--- src/rtl/fifo_dma_req_ctrl.sv ---
// fifo_dma_req_ctrl
//   Generates the HPS DMA peripheral-request handshake (req/single/ack) for
//   one TX FIFO (memory->FIFO) and one RX FIFO (FIFO->memory). It requests a
//   burst when a full burst fits and a single transfer for any remainder. It
//   also counts completed handshakes and flags an ack that arrives when no
//   request is outstanding.
//
// Ports
//   clk_i                  sole clock
//   reset_n_i              asynchronous reset, active low
//   tx_en_i / rx_en_i      enable request generation per direction
//   tx_fill_i / rx_fill_i  FIFO fill levels (words)
//   *_dma_req_o            burst request
//   *_dma_single_o         single request
//   *_dma_ack_i            acknowledge from the HPS DMAC
//   *_hs_count_o           completed handshakes (wrapping)
//   ack_err_o              sticky {rx,tx} flags: ack seen while idle/holding off

// Per-direction request FSM.
//   state   | meaning
//   S_IDLE  | sampling en/avail, no request outstanding
//   S_REQ   | request (burst or single) held until ack
//   S_ACKLO | request dropped, waiting for ack to fall
//   S_HOLD  | holdoff down-count before the next evaluation
module fifo_dma_req_chan #(
  parameter int FILL_W    = 9,
  parameter int BURST_LEN = 8,
  parameter int HOLDOFF   = 2,
  parameter int CNT_W     = 16
) (
  input  logic              clk_i,
  input  logic              reset_n_i,
  input  logic              en_i,
  input  logic [FILL_W:0]   avail_i,
  input  logic              ack_i,
  output logic              req_o,
  output logic              single_o,
  output logic [CNT_W-1:0]  hs_count_o,
  output logic              ack_err_o
);

  typedef enum logic [1:0] {S_IDLE, S_REQ, S_ACKLO, S_HOLD} state_e;

  localparam logic [FILL_W:0] BURST_TH  = (FILL_W+1)'(BURST_LEN);
  localparam logic [3:0]      HOLD_INIT = (HOLDOFF > 0) ? 4'(HOLDOFF - 1) : 4'd0;

  state_e           state_q, state_d;
  logic             burst_q, burst_d;
  logic [3:0]       hold_q, hold_d;
  logic [CNT_W-1:0] cnt_q, cnt_d;
  logic             err_q, err_d;
  logic             req_q, req_d;
  logic             single_q, single_d;

  always_ff @(posedge clk_i or negedge reset_n_i) begin
    if (!reset_n_i) begin
      state_q  <= S_IDLE;
      burst_q  <= 1'b0;
      hold_q   <= 4'd0;
      cnt_q    <= '0;
      err_q    <= 1'b0;
      req_q    <= 1'b0;
      single_q <= 1'b0;
    end else begin
      state_q  <= state_d;
      burst_q  <= burst_d;
      hold_q   <= hold_d;
      cnt_q    <= cnt_d;
      err_q    <= err_d;
      req_q    <= req_d;
      single_q <= single_d;
    end
  end

  always_comb begin
    state_d = state_q;
    burst_d = burst_q;
    hold_d  = hold_q;
    cnt_d   = cnt_q;
    err_d   = err_q;
    unique case (state_q)
      S_IDLE: begin
        if (ack_i) err_d = 1'b1;
        if (en_i && (avail_i >= BURST_TH)) begin
          state_d = S_REQ;
          burst_d = 1'b1;
        end else if (en_i && (avail_i != '0)) begin
          state_d = S_REQ;
          burst_d = 1'b0;
        end
      end
      S_REQ: begin
        if (ack_i) state_d = S_ACKLO;
      end
      S_ACKLO: begin
        if (!ack_i) begin
          cnt_d = cnt_q + CNT_W'(1);
          if (HOLDOFF == 0) begin
            state_d = S_IDLE;
          end else begin
            state_d = S_HOLD;
            hold_d  = HOLD_INIT;
          end
        end
      end
      S_HOLD: begin
        if (ack_i) err_d = 1'b1;
        if (hold_q == 4'd0) state_d = S_IDLE;
        else                hold_d  = hold_q - 4'd1;
      end
      default: state_d = S_IDLE;
    endcase
  end

  // Outputs are registered from the next state so req/single are glitch-free
  // and drop on the same edge that sees ack.
  always_comb begin
    req_d    = (state_d == S_REQ) &&  burst_d;
    single_d = (state_d == S_REQ) && !burst_d;
  end

  assign req_o      = req_q;
  assign single_o   = single_q;
  assign hs_count_o = cnt_q;
  assign ack_err_o  = err_q;

endmodule

module fifo_dma_req_ctrl #(
  parameter int FIFO_DEPTH = 256,
  parameter int FILL_W     = 9,
  parameter int BURST_LEN  = 8,
  parameter int HOLDOFF    = 2,
  parameter int SYNC_ACK   = 0,
  parameter int CNT_W      = 16
) (
  input  logic              clk_i,
  input  logic              reset_n_i,
  input  logic              tx_en_i,
  input  logic              rx_en_i,
  input  logic [FILL_W-1:0] tx_fill_i,
  input  logic [FILL_W-1:0] rx_fill_i,
  output logic              tx_dma_req_o,
  output logic              tx_dma_single_o,
  input  logic              tx_dma_ack_i,
  output logic              rx_dma_req_o,
  output logic              rx_dma_single_o,
  input  logic              rx_dma_ack_i,
  output logic [CNT_W-1:0]  tx_hs_count_o,
  output logic [CNT_W-1:0]  rx_hs_count_o,
  output logic [1:0]        ack_err_o
);

  localparam logic [FILL_W:0] DEPTH_W = (FILL_W+1)'(FIFO_DEPTH);

  logic [FILL_W:0] tx_fill_w, tx_avail, rx_avail;
  logic            tx_ack, rx_ack;
  logic            tx_err, rx_err;

  // A fill level above the FIFO depth would underflow; treat it as no room.
  assign tx_fill_w = {1'b0, tx_fill_i};
  assign tx_avail  = (tx_fill_w > DEPTH_W) ? '0 : (DEPTH_W - tx_fill_w);
  assign rx_avail  = {1'b0, rx_fill_i};

  if (SYNC_ACK != 0) begin : g_sync
    logic [1:0] tx_sync_q, rx_sync_q;
    always_ff @(posedge clk_i or negedge reset_n_i) begin
      if (!reset_n_i) begin
        tx_sync_q <= 2'b00;
        rx_sync_q <= 2'b00;
      end else begin
        tx_sync_q <= {tx_sync_q[0], tx_dma_ack_i};
        rx_sync_q <= {rx_sync_q[0], rx_dma_ack_i};
      end
    end
    assign tx_ack = tx_sync_q[1];
    assign rx_ack = rx_sync_q[1];
  end else begin : g_nosync
    assign tx_ack = tx_dma_ack_i;
    assign rx_ack = rx_dma_ack_i;
  end

  fifo_dma_req_chan #(
    .FILL_W(FILL_W), .BURST_LEN(BURST_LEN), .HOLDOFF(HOLDOFF), .CNT_W(CNT_W)
  ) u_tx (
    .clk_i      (clk_i),
    .reset_n_i  (reset_n_i),
    .en_i       (tx_en_i),
    .avail_i    (tx_avail),
    .ack_i      (tx_ack),
    .req_o      (tx_dma_req_o),
    .single_o   (tx_dma_single_o),
    .hs_count_o (tx_hs_count_o),
    .ack_err_o  (tx_err)
  );

  fifo_dma_req_chan #(
    .FILL_W(FILL_W), .BURST_LEN(BURST_LEN), .HOLDOFF(HOLDOFF), .CNT_W(CNT_W)
  ) u_rx (
    .clk_i      (clk_i),
    .reset_n_i  (reset_n_i),
    .en_i       (rx_en_i),
    .avail_i    (rx_avail),
    .ack_i      (rx_ack),
    .req_o      (rx_dma_req_o),
    .single_o   (rx_dma_single_o),
    .hs_count_o (rx_hs_count_o),
    .ack_err_o  (rx_err)
  );

  assign ack_err_o = {rx_err, tx_err};

endmodule
--- config.mk ---
export PLATFORM = sky130hd
export DESIGN_NAME = fifo_dma_req_ctrl
export DESIGN_NICKNAME = d
export VERILOG_FILES = /design/src/rtl/fifo_dma_req_ctrl.sv
export SDC_FILE = /design/constraint.sdc
export NUM_CORES = 1
export LEC_CHECK = 0
export CAP_MARGIN = 20
export CORE_UTILIZATION = 40
export DETAILED_ROUTE_END_ITERATION = 10
export GPL_ROUTABILITY_DRIVEN = 0
export PLACE_DENSITY = 0.66
export SYNTH_ARGS = -nofsm -noshare
export SYNTH_HDL_FRONTEND = slang
export SYNTH_SLANG_ARGS = --single-unit
--- constraint.sdc ---
create_clock -name clk_i -period 3.13 [get_ports clk_i]
set_input_delay 0.313 -clock clk_i [delete_from_list [all_inputs] [get_ports clk_i]]
set_output_delay 0.313 -clock clk_i [all_outputs]
set_load 0.05 [all_outputs]
==> run_results.csv <==
group,metric,value,unit
synthesis,syn_nets,323,
timing,hold_viol,0,
clock_tree,cts_setup_buffers,0,
timing,fin_crit,2239,ps
timing,min_period_over_period,71.54,%
placement,dp.cells,434,
drt,viasPerCell,4.984,
synthesis,synthArstFlopShare,100.0,%
die,ios,62,
cells_and_area,diodes,0,
clock_tree,cts_tree,"built",
setup_path,reg2reg_depth,7,
cells_and_area,final-instance-count-excl-fill,443,
die,dieWidth,86.06,µm
synthesis,synth_top_family_by_area,"simple AND/OR/NAND/NOR gates",
cells_and_area,drive_gt1_share,4.899,%
setup_path,r2r_slack,890,ps
setup_path,arrival,2440,ps
global_route,grt_pass1_wl,9.239,mm
die,coreArea,0.006794,mm²
cells_and_area,ff_latch_area,0.001301,mm²
drt,drtIter0Drc,68,
clock_tree,cts_buffers,5,
synthesis,avgSynthCellArea,10.02,µm²
synthesis,synth_compound_area_share,11.78,%
setup_path,rr_endpoint,"u_rx.hs_count_o[14]$_DFFE_PN0P_",
clock_tree,clock_latency,300,ps
die,dieArea,0.007406,mm²
min_path,hp-class,"in2async",
global_route,grt.overflow.total,0,
power_and_ir_drop,power_density,691.5,mW/mm²
setup_path,critPathLaunchType,"register",
global_route,grt_antenna_before_repair,0,
timing,worst_pin_slew,588.3,ps
synthesis,synth_flop_cell,"dfrtp_1",
cells_and_area,area_growth,29.26,%
clock_tree,cts_sinks,52,
synthesis,ys_types,43,
synthesis,synth_top_area_share,46.04,%
synthesis,synth_area_leaders,"dfrtp_1, xnor2_1, ha_1",
timing,rsz0062_at_grt,"no",
setup_path,crit_fanout,9,
synthesis,synth_fa_ha_area_share,7.525,%
timing,hold_slack,443.1,ps
timing,fin_skew,8.559,ps
timing,slew_headroom,60.70,%
cells_and_area,fillers,626,
clock_tree,h-tree-depth,2,
setup_path,r2r_start,"u_rx.state_q[0]$_DFF_PN0_",
power_and_ir_drop,ir_drop,0.0004670,V
timing,setup_viol,0,
power_and_ir_drop,p_leak,1.571,nW
setup_path,critPathKind,"reg2reg",
timing,fin_tns_setup,0,ps
clock_tree,path_clk_slew,100,ps
synthesis,yosys.area_share.simple,19.08,%
synthesis,ys_seq_area_share,46.04,%
die,die_h,86.06,µm
synthesis,yosys_warnings,0,
status,outcome,"finished, final reports clean",
cells_and_area,multi_input_area,0.001429,mm²
global_route,grt_use_total,15.43,%
die,floorplan.initialDensity,41.60,%
synthesis,synthMuxAreaShare,2.568,%
clock_tree,clk_path_buf_depth,2,
drt,drt-total-wl,5.217,mm
drt,via_count,2208,
synthesis,synth_edf_count,0,
drt,wl_per_cell,11.78,µm
timing,report.final.slew_viol_count,0,
cells_and_area,fin_nets,387,
synthesis,synth_xor_area_share,9.606,%
setup_path,critPathRequiredTime,3330,ps
global_route,grt_pass1_vias,2129,
job,max_cap_violations,0,
drt,drtAntennaViolNets,0,
synthesis,synth_seq_cells,52,
clock_tree,cts-root-buf,"clkbuf_8",
die,rows,30,
timing,max_freq,446.6,MHz
setup_path,worstSetupEndpointType,"register",
global_route,grt_max_degree,37,
synthesis,syn_area,0.002826,mm²
drt,first_pass_iters,4,
drt,route.detailed.drc,0,
synthesis,syn_inst,282,
synthesis,yosys.area.top_type,"dfrtp_1",
placement,dp_hpwl,3.968,mm
placement,io_buffers,61,
==> repair_timing <==
action,CTS,global route
resized for setup,0,0
hold buffers,1,0
setup endpoints to repair,0,0
hold endpoints to repair,16,0
==> critical path, stage by stage (launching register included) <==
cell     delay, ps
dfrtp_1        430
inv_1          160
ha_1           340
nor2b_1        360
nand2_1        150
nor2_1         360
nand4_1        180
xnor2_1        150
==> per-stage QoR <==
step                      area (µm²)  power (W)  setup slack [ps]  util [%]
final                           3654   0.002526             890.8     53.78
after global routing            3654   0.002719             619.9     53.78
after CTS                       3654   0.002561             873.3     53.78
after detailed placement        3527   0.002078             730.6     51.92
after global placement          3527   0.002056             816.9     51.92
after floorplan                 2826   0.001753              1106         -
==> how the worst max path moves through the flow <==
stage	startpoint	to	slack, ps	cells after the start
2_1_floorplan	u_tx.state_q[0]$_DFF_PN0_	u_tx.hs_count_o[15]$_DFFE_PN0P_	1110	8
4_1_cts	u_rx.state_q[0]$_DFF_PN0_	u_rx.hs_count_o[9]$_DFFE_PN0P_	870	8
3_3_place_gp	tx_fill_i[0]	u_tx.single_o$_DFF_PN0_	820	9
3_5_place_dp	tx_fill_i[0]	u_tx.single_o$_DFF_PN0_	730	9
5_1_grt	u_rx.state_q[0]$_DFF_PN0_	u_rx.hs_count_o[14]$_DFFE_PN0P_	620	7
6_report	u_rx.state_q[0]$_DFF_PN0_	u_rx.hs_count_o[14]$_DFFE_PN0P_	890	7
==> cells in the mapped netlist (all sizes together), types with 2 or more instances <==
master,instances
a211oi,3
a21o,3
a21oi,15
a22o,4
and2,3
and3,8
buf,4
clkbuf,2
dfrtp,52
ha,17
inv,17
mux2,2
mux2i,5
nand2,23
nand3,17
nand4,8
nor2,18
nor2b,4
nor3,9
nor3b,3
nor4,2
o21ai,13
o221ai,2
or3,2
xnor2,25
xor2,6
==> per-layer routing <==
layer | GRT usage (%) | vias up | routed length [µm]
li1 | - | 1109 | -
met1 | 19.78 | 1057 | 2568
met2 | 26.05 | 40 | 2443
met3 | 4.042 | 2 | 181
met4 | 3.636 | 0 | 24
met5 | 0 | - | 0
==> sequential cells by signal (all words and copies together) (netlist names) <==
name             flops
u_rx.state_q         2
u_tx.state_q         2
u_rx.ack_err_o       1
u_rx.burst_q         1
u_tx.req_o           1
u_tx.burst_q         1
u_rx.single_o        1
u_tx.ack_err_o       1
u_rx.req_o           1
u_rx.hold_q          4
u_rx.hs_count_o     16
u_tx.hs_count_o     16
u_tx.single_o        1
u_tx.hold_q          4
==> power breakdown <==
part,internal (W),total [W],switching (W)
sequential,0.000809,0.000960,0.000151
clock,0.000241,0.000465,0.000224
combinational,0.000449,0.00110,0.000652
==> final cells by class <==
class	instances	area share (%)
Clock inverter	3	1.301
Sequential cell	52	35.62
Multi-Input combinational cell	207	39.11
Timing Repair Buffer	63	17.05
Inverter	17	1.747
Clock buffer	5	1.884
Tap cell	96	3.288
==> cell families (layout without fill, tap and decap cells) <==
logic type | count (synthesis) | count (layout)
AOI/OAI and AO/OA | 51 | 51
xor gates and xnor gates | 31 | 31
adders and majority gates | 17 | 17
buffers and inverters | 23 | 88
DFF | 52 | 52
muxes | 7 | 7
and+or+nand+nor | 101 | 101
==> placed cells by master, fill, tap and decap left out, types with 13 or more instances in the layout <==
master           synthesis  routed
a21oi_1                 15      15
clkdlybuf4s50_1          0      60
dfrtp_1                 52      52
ha_1                    17      17
inv_1                   17      17
nand2_1                 23      23
nand3_1                 17      17
nor2_1                  18      18
o21ai_0                 13      13
xnor2_1                 25      25
(Power assumes the default switching activity.)
